`config.mk`:
```
export PLATFORM = sky130hd
export DESIGN_NAME = hamming_stream_rx
export DESIGN_NICKNAME = d
export VERILOG_FILES = /design/src/rtl/hamming_pkg.sv /design/src/rtl/hamming_stream_rx_correct.sv /design/src/rtl/hamming_stream_rx.sv
export SDC_FILE = /design/constraint.sdc
export NUM_CORES = 1
export LEC_CHECK = 0
export ABC_AREA = 1
export BUFFER_PORTS_ARGS = -buffer_cell sky130_fd_sc_hd__buf_2
export CORE_MARGIN = 2
export CORE_UTILIZATION = 61
export DETAILED_ROUTE_END_ITERATION = 16
export HOLD_SLACK_MARGIN = 0.08
export PLACE_DENSITY = 0.89
export SETUP_SLACK_MARGIN = 0.1
export SLEW_MARGIN = 20
export SYNTH_ARGS = -nofsm -noshare
export SYNTH_HDL_FRONTEND = slang
export SYNTH_SLANG_ARGS = --single-unit
```
`constraint.sdc`:
```
create_clock -name clk -period 4.44 [get_ports clk]
set_input_delay 0.888 -clock clk [delete_from_list [all_inputs] [get_ports clk]]
set_output_delay 0.888 -clock clk [all_outputs]
set_load 0.005 [all_outputs]
```
`src/rtl/hamming_pkg.sv`:
```
// Shared types and constants for the Hamming(7,4) serial receive path.
package hamming_pkg;

  localparam int CW_W  = 7;
  localparam int NIB_W = 4;

  // Bit positions inside a codeword, wire order LSB first
  localparam int P1 = 0;
  localparam int P2 = 1;
  localparam int D0 = 2;
  localparam int P4 = 3;
  localparam int D1 = 4;
  localparam int D2 = 5;
  localparam int D3 = 6;

  typedef enum logic [1:0] {
    IDLE = 2'd0,
    CW0  = 2'd1,
    CW1  = 2'd2
  } state_t;

  function automatic logic [2:0] calc_syndrome(input logic [CW_W-1:0] cw);
    calc_syndrome = {cw[P4] ^ cw[D1] ^ cw[D2] ^ cw[D3],
                     cw[P2] ^ cw[D0] ^ cw[D2] ^ cw[D3],
                     cw[P1] ^ cw[D0] ^ cw[D1] ^ cw[D3]};
  endfunction

endpackage

```
`src/rtl/hamming_stream_rx_correct.sv`:
```
// Combinational single-error corrector for one Hamming(7,4) codeword.
module hamming74_correct
  import hamming_pkg::*;
(
  input  logic [CW_W-1:0]  cw,
  output logic [NIB_W-1:0] nibble,
  output logic [2:0]       syndrome,
  output logic             err
);

  logic [NIB_W-1:0] raw_nib_s;

  // Syndrome decode and data-bit flip; parity-bit errors leave data untouched
  always_comb begin
    syndrome  = calc_syndrome(cw);
    err       = (syndrome != 3'd0);
    raw_nib_s = {cw[D3], cw[D2], cw[D1], cw[D0]};
    case (syndrome)
      3'd3:    nibble = raw_nib_s ^ 4'b0001;
      3'd5:    nibble = raw_nib_s ^ 4'b0010;
      3'd6:    nibble = raw_nib_s ^ 4'b0100;
      3'd7:    nibble = raw_nib_s ^ 4'b1000;
      default: nibble = raw_nib_s;
    endcase
  end

endmodule

```
`src/rtl/hamming_stream_rx.sv`:
```
// Serial Hamming(7,4) receiver: deframes two codewords per byte, corrects
// single-bit errors and holds the byte in a one-entry valid/ready register.
module hamming_stream_rx
  import hamming_pkg::*;
#(
  parameter int CNT_W = 16
) (
  input  logic             clk,
  input  logic             rst,
  input  logic             s_valid,
  input  logic             s_bit,
  input  logic             s_sof,
  output logic [7:0]       m_data,
  output logic             m_valid,
  input  logic             m_ready,
  output logic             m_corrected,
  output logic [CNT_W-1:0] err_count,
  output logic             overflow,
  output logic             resync
);

  state_t           state_r, state_nxt_s;
  logic [2:0]       cnt_r, cnt_nxt_s;
  logic [5:0]       shift_r;
  logic [NIB_W-1:0] lo_nib_r, nib_s;
  logic             lo_err_r, err_s;
  logic [2:0]       syn_s;
  logic             cw_done_s, byte_done_s, resync_s, load_s;

  // The bit on the wire this cycle completes the codeword together with the shifter
  hamming74_correct u_correct (
    .cw       ({s_bit, shift_r}),
    .nibble   (nib_s),
    .syndrome (syn_s),
    .err      (err_s)
  );

  // Frame FSM next-state and bit counter
  always_comb begin
    state_nxt_s = state_r;
    cnt_nxt_s   = cnt_r;
    cw_done_s   = 1'b0;
    byte_done_s = 1'b0;
    resync_s    = 1'b0;
    if (s_valid) begin
      if (s_sof) begin
        state_nxt_s = CW0;
        cnt_nxt_s   = 3'd1;
        resync_s    = (state_r != IDLE);
      end else begin
        case (state_r)
          IDLE: begin
            state_nxt_s = IDLE;
            cnt_nxt_s   = 3'd0;
          end
          CW0: begin
            if (cnt_r == 3'd6) begin
              cw_done_s   = 1'b1;
              state_nxt_s = CW1;
              cnt_nxt_s   = 3'd0;
            end else begin
              cnt_nxt_s = cnt_r + 3'd1;
            end
          end
          CW1: begin
            if (cnt_r == 3'd6) begin
              cw_done_s   = 1'b1;
              byte_done_s = 1'b1;
              state_nxt_s = IDLE;
              cnt_nxt_s   = 3'd0;
            end else begin
              cnt_nxt_s = cnt_r + 3'd1;
            end
          end
          default: begin
            state_nxt_s = IDLE;
            cnt_nxt_s   = 3'd0;
          end
        endcase
      end
    end else begin
      state_nxt_s = state_r;
      cnt_nxt_s   = cnt_r;
    end
    load_s = byte_done_s && (!m_valid || m_ready);
  end

  // Frame state, shifter, low-nibble holding and statistics
  always_ff @(posedge clk or posedge rst) begin
    if (rst) begin
      state_r   <= IDLE;
      cnt_r     <= 3'd0;
      shift_r   <= 6'd0;
      lo_nib_r  <= 4'd0;
      lo_err_r  <= 1'b0;
      resync    <= 1'b0;
      err_count <= {CNT_W{1'b0}};
    end else begin
      state_r <= state_nxt_s;
      cnt_r   <= cnt_nxt_s;
      resync  <= resync_s;
      if (s_valid) begin
        shift_r <= {s_bit, shift_r[5:1]};
      end
      if (cw_done_s && (state_r == CW0)) begin
        lo_nib_r <= nib_s;
        lo_err_r <= err_s;
      end
      if (cw_done_s && (syn_s != 3'd0) && (err_count != {CNT_W{1'b1}})) begin
        err_count <= err_count + {{(CNT_W-1){1'b0}}, 1'b1};
      end
    end
  end

  // One-entry output register; a byte finishing while the slot is blocked is dropped
  always_ff @(posedge clk or posedge rst) begin
    if (rst) begin
      m_data      <= 8'd0;
      m_valid     <= 1'b0;
      m_corrected <= 1'b0;
      overflow    <= 1'b0;
    end else if (load_s) begin
      m_data      <= {nib_s, lo_nib_r};
      m_corrected <= lo_err_r | err_s;
      m_valid     <= 1'b1;
    end else if (byte_done_s) begin
      overflow <= 1'b1;
    end else if (m_valid && m_ready) begin
      m_valid <= 1'b0;
    end
  end

endmodule

```
==> results_dict.tcl, run 1 <==
set metrics [dict create \
    ctsHoldBuffers 0 \
    cts-buffers-inserted 5 \
    layout.nets 364 \
    path_max_fanout 19 \
    initial_core_util 0.646 \
    ys_ff_latch 44 \
    crit_path_start "s_valid" \
    vias 2184 \
    port_buffers 33 \
    area_growth_pct 12.6 \
    clkTransAtPathRegs_ns 0.09 \
    rows 22 \
    clock.fmax_mhz 438 \
    grt_pass1_vias 2098 \
    switching_power_uw 263 \
    wl_met2_microns 2670 \
    yosys_warnings 0 \
    crit-reg2reg-capture "m_data[6]$_DFFE_PP0P_" \
    drt_pre_antenna_iters 5 \
    dp.cells 395 \
    synth_edf_count 0 \
    grt_util_all_layers 0.263 \
    core_sq_um 3740 \
    peakVddDrop_mv 0.330 \
    ioPinCount 34 \
    netlist_area_sq_um 2420 \
    syn_avg_cell_area_sq_um 7.58 \
    nFillCells 319 \
    final_cell_mix "126 x nand2_1, 44 x dfrtp_1, 33 x nand3_1, 33 x buf_2, 26 x nor2_1" \
    syn_inst 319 \
    wire_per_inst_microns 12.9 \
    reg2regPathDepth 9 \
    rrSetupSlack_ns 2.37 \
    top_layer_used "met4" \
    drive_above_1_share 0.163 \
    clk_latency_ns 0.30 \
    worst_ep_arrival_time_ns 2.50 \
    synth.yosys.seq_area_share 0.455 \
    finalCritPeriodShare 0.514 \
    start_kind "input pin" \
    wl_met3_microns 232 \
    ys_types 29 \
    wl_microns 5220 \
    combPwrFrac 0.170 \
    slew_headroom 0.503 \
    die_x_microns 67.0 \
    clk_path_buf_depth 2 \
    setup_viol 0 \
    reg2reg_from "state_r[0]$_DFFE_PP0P_" \
    synth-async-reset-ratio 1.00 \
    status "finished clean" \
    pwr_density_cell_nw_per_um2 330 \
    layout_commonest_cell "nand2_1" \
    setup_tns_ns 0 \
    diodes 0 \
    wl_met1_microns 2240 \
    viasPerCell 5.42 \
    post_cts_resized 0 \
    cts_max_level 2 \
    internal-power_uw 636 \
    hold_viol_final 0 \
    grt_pass1_wl_microns 8830 \
    gr-total-overflow 0 \
    rsz0062_at_grt "false" \
    critPathCaptureType "flip-flop" \
    fin_cells 403 \
    register_area_sq_um 1100 \
    clock_sinks 44 \
    swShare 0.293 \
    antenna_left 0 \
    synth_ff_type "dfrtp_1" \
    gp_congestion 0.889 \
    fin_crit_ns 2.28 \
    antenna_found_initial 0 \
    p_leak_uw 0.00145 \
    cts_root_buf "clkbuf_8" \
    maxCapViolCount 0 \
    slew_viol_final 0 \
    cp-endpoint "err_count[6]$_DFFE_PP0P_" \
    power_frac_seq 0.490 \
    power_frac_clock 0.340 \
    clock_skew_ns 0.00667 \
    cts_setup_buffers 0 \
    hold_path.class "flip-flop to flip-flop" \
    dp_hpwl_microns 3760 \
    cts_tree "built" \
    drt_iter0_markers 182 \
    grt_max_degree 45 \
    fp.dieH_microns 67.0 \
    synth_nets 329 \
    multi_input_area_sq_um 1170 \
    path_class "input pin to flip-flop" \
    crit_required_ns 4.66 \
    drcViolationCount 0 \
    die_area_sq_um 4480 \
    worst_pin_slew_ns 0.743 \
]
area by class of cell:
cell class,count,area share
well taps,48,0.0221
clock inverters,3,0.0156
repair buffers,34,0.0634
flip-flops and latches,44,0.405
clock buffers,5,0.0253
multi-input cells,241,0.430
inverters,28,0.0386
Yosys cell counts (2+ instances only):
| master | number | area (sq um) |
|---|---|---|
| xor2_1 | 4 | 35.0 |
| nand4_1 | 8 | 50.1 |
| nor2_2 | 2 | 12.5 |
| xnor2_1 | 8 | 70.1 |
| buf_4 | 2 | 15.0 |
| inv_1 | 21 | 78.8 |
| ha_1 | 4 | 50.1 |
| buf_2 | 2 | 10.0 |
| a21oi_1 | 3 | 15.0 |
| nand3_1 | 33 | 165 |
| nor2_1 | 26 | 97.6 |
| dfrtp_1 | 44 | 1100 |
| inv_2 | 7 | 26.3 |
| nor2_4 | 2 | 22.5 |
| o22ai_1 | 2 | 12.5 |
| nor3_1 | 2 | 10.0 |
| o21ai_0 | 12 | 60.1 |
| nand2_1 | 126 | 473 |
critical path, stage by stage:
cell and delay, ns:
buf_2 0.24, inv_2 0.10, nor2_2 0.15, nand4_1 0.20, a31oi_4 0.47, nand2_4 0.22, o21ai_0 0.22
power groups by stage:
stage / Sequential (uW) / Combinational [uW] / Clock [uW]
after CTS: 440 / 153 / 309
after global routing: 443 / 174 / 330
final: 440 / 153 / 305
after global placement: 446 / 144 / 0
after floorplan: 443 / 120 / 0
after detailed placement: 448 / 151 / 0
worst min path at each step:
stage          slack [ns]               endpoint                     from  cells after the start
6_report             0.47  m_data[0]$_DFFE_PP0P_    m_data[0]$_DFFE_PP0P_                      2
5_1_grt              0.50  m_data[0]$_DFFE_PP0P_    m_data[0]$_DFFE_PP0P_                      2
4_1_cts              0.48  m_data[0]$_DFFE_PP0P_    m_data[0]$_DFFE_PP0P_                      2
3_5_place_dp         0.45  m_data[0]$_DFFE_PP0P_    m_data[0]$_DFFE_PP0P_                      2
3_3_place_gp         0.45  m_data[3]$_DFFE_PP0P_    m_data[3]$_DFFE_PP0P_                      2
2_1_floorplan        0.45  m_data[0]$_DFFE_PP0P_  lo_nib_r[0]$_DFFE_PP0P_                      2
per-layer routing:
layer	up-vias	GRT usage
met4	0	0.0918
li1	1090	-
met1	1012	0.302
met2	70	0.470
met3	12	0.0693
met5	-	0
sequential cells by signal (all words and copies together) (netlist names):
signal	cells
cnt_r	3
err_count	16
lo_err_r	1
lo_nib_r	4
m_corrected	1
m_data	8
m_valid	1
overflow	1
resync	1
shift_r	6
state_r	2
kinds of logic after synthesis:
logic type | after synthesis | synth area share
AOI/OAI and AO/OA | 21 | 0.0549
xor gates and xnor gates | 12 | 0.0435
DFF | 44 | 0.455
buffers and inverters | 34 | 0.0600
adders and majority gates | 4 | 0.0207
and+or+nand+nor | 204 | 0.365
through the flow:
step,util,hold slack (ns),instance area [sq um],setup slack (ns),power (uW)
finish,0.727,0.471,2720,2.16,899
global route,0.727,0.499,2720,2.03,948
CTS,0.727,0.476,2720,2.19,902
detailed placement,0.697,0.455,2610,1.87,599
global placement,0.697,0.449,2610,1.94,590
floorplan,-,0.449,2420,2.44,563
Note: power is estimated with default switching activity, not from simulation.
==> inputs of run 2 (changes only) <==
Settings changed: CORE_UTILIZATION 61 to 57, PLACE_DENSITY 0.89 to 0.84.
Clock period 4.44 ns to 2.15 ns, I/O delays scaled along.
==> run 2 against run 1 <==
Net effect:
- non-clock buffer count increased by 4
- die area is 6.6% higher
- via count decreased by 1.4%
- register-to-register slack got worse by 1.9 ns
- core utilization fell by 4.2 points
- count of clock-buffer cells in the layout unchanged
- sequential power rose by 110%
- combinational power up 110%
- hold slack worse by 0.23 ns
- largest power group unchanged
- highest routed layer unchanged
==> results_dict.tcl, run 2 (synthesized netlist as in run 1, its figures left out) <==
set metrics [dict create \
    p_leak_uw 0.00148 \
    area_growth_pct 14.1 \
    port_buffers 33 \
    clock.fmax_mhz 585 \
    gr-total-overflow 0 \
    crit_required_ns 2.40 \
    critPathSlowestCell "dfrtp_1" \
    ctsHoldBuffers 0 \
    cts_root_buf "clkbuf_8" \
    fin_ws_ns 0.440 \
    initial_core_util 0.600 \
    clkTransAtPathRegs_ns 0.09 \
    rows 23 \
    cts-buffers-inserted 5 \
    cts_setup_buffers 0 \
    die_area_sq_um 4780 \
    drive_above_1_share 0.173 \
    wire_per_inst_microns 12.7 \
    hold_slack_ns 0.240 \
    die_x_microns 69.1 \
    drt_pre_antenna_iters 4 \
    dp_hpwl_microns 3680 \
    pwr_density_cell_nw_per_um2 684 \
    antenna_found_initial 0 \
    cts_tree "built" \
    clock_skew_ns 0.00613 \
    setup_viol 0 \
    core_sq_um 4030 \
    hold_path.class "input pin to asynchronous set/reset pin" \
    post_cts_resized 0 \
    crit_chain "inv_1 > ha_1 > nand4_1 > a31oi_4 > buf_4 > nand3_1 > nand2_1" \
    max_stage_delay_ns 0.38 \
    layout_commonest_cell "nand2_1" \
    gp_congestion 0.881 \
    status "finished clean" \
    start_kind "flip-flop" \
    vias 2154 \
    diodes 0 \
    worst_ep_arrival_time_ns 1.96 \
    reg2reg_from "state_r[1]$_DFFE_PP0P_" \
    crit-reg2reg-capture "err_count[11]$_DFFE_PP0P_" \
    wl_microns 5200 \
    path_class "flip-flop to flip-flop" \
    grt_pass1_vias 2061 \
    setup_tns_ns 0 \
    viasPerCell 5.27 \
    regMostFlops "err_count" \
    clk_latency_ns 0.31 \
    peakVddDrop_mv 0.629 \
    reg.largest.list "err_count x16, m_data x8, shift_r x6" \
    fp.dieH_microns 69.1 \
    clk_path_buf_depth 2 \
    grt_pass1_wl_microns 9100 \
    fin_util 0.684 \
    fin_cells 409 \
    clock_sinks 44 \
    rsz0062_at_grt "false" \
    drt_iter0_markers 204 \
    dp.cells 401 \
    layout.nets 368 \
    fin_crit_ns 1.71 \
    grt_max_degree 45 \
    final_cell_mix "126 x nand2_1, 44 x dfrtp_1, 33 x nand3_1, 33 x buf_2, 26 x nor2_1" \
    maxCapViolCount 0 \
    hold_viol_final 0 \
    slew_headroom 0.632 \
    worst_pin_slew_ns 0.552 \
    path_max_fanout 10 \
    critPathCaptureType "flip-flop" \
    rrSetupSlack_ns 0.44 \
    drcViolationCount 0 \
    preCtsSetupSlack_ns 0.432 \
    grt_util_all_layers 0.232 \
    largest_reg_flops 16 \
    antenna_left 0 \
    ioPinCount 34 \
    slew_viol_final 0 \
    finalCritPeriodShare 0.795 \
    cts_max_level 2 \
    reg2regPathDepth 7 \
]
-- run 2: changes by cell type in the layout (fill, tap and decap cells not counted), sizes merged --
cell	change
clkinv	-1
inv	+1
buf	+4
-- run 2: worst max path at each step --
stage                                 startpoint                         to  cells past startpoint
after floorplan           state_r[1]$_DFFE_PP0P_   err_count[0]$_DFFE_PP0P_                      8
after global placement                     s_bit  err_count[13]$_DFFE_PP0P_                     10
after detailed placement                   s_bit   err_count[2]$_DFFE_PP0P_                     10
after CTS                 state_r[1]$_DFFE_PP0P_   err_count[2]$_DFFE_PP0P_                      7
after global routing      shift_r[2]$_DFFE_PP0P_   err_count[6]$_DFFE_PP0P_                     10
final                     state_r[1]$_DFFE_PP0P_  err_count[11]$_DFFE_PP0P_                      7
-- run 2: metal layers --
metal / wire, microns / part of all wire / track usage / vias up
met3: 289 / 0.056 / 0.0570 / 10
met2: 2440 / 0.47 / 0.377 / 66
met1: 2370 / 0.46 / 0.303 / 981
li1: - / - / - / 1097
met4: 98 / 0.019 / 0.0850 / 0
met5: 0 / 0 / 0 / -
-- run 2: layout make-up --
cell class | count | area, sq um
inverter | 28 | 105
timing repair buffer | 38 | 203
clock inverter | 3 | 46.3
clock buffer | 5 | 68.8
multi-input combinational | 241 | 1170
tap | 50 | 62.6
fill | 351 | 1270
sequential | 44 | 1100
-- run 2: metrics by stage --
step | total power (uW) | area (sq um)
final | 1890 | 2760
after global routing | 1990 | 2760
after CTS | 1900 | 2760
after detailed placement | 1240 | 2640
after global placement | 1220 | 2640
after floorplan | 1160 | 2420
-- run 2: where the power goes --
part | internal [uW] | switching, uW | leakage, uW | total [uW]
clock network | 350 | 310 | 0.0000548 | 660
registers | 868 | 40.9 | 0.000593 | 909
logic | 102 | 217 | 0.000829 | 318
-- run 2: critical path, delay by kind of cell (launching register included) --
family / cells / cell delay (ns)
compound gates: 1 / 0.28
fa+ha+maj: 1 / 0.34
buf+inv: 2 / 0.29
flops: 1 / 0.38
simple gates: 3 / 0.37
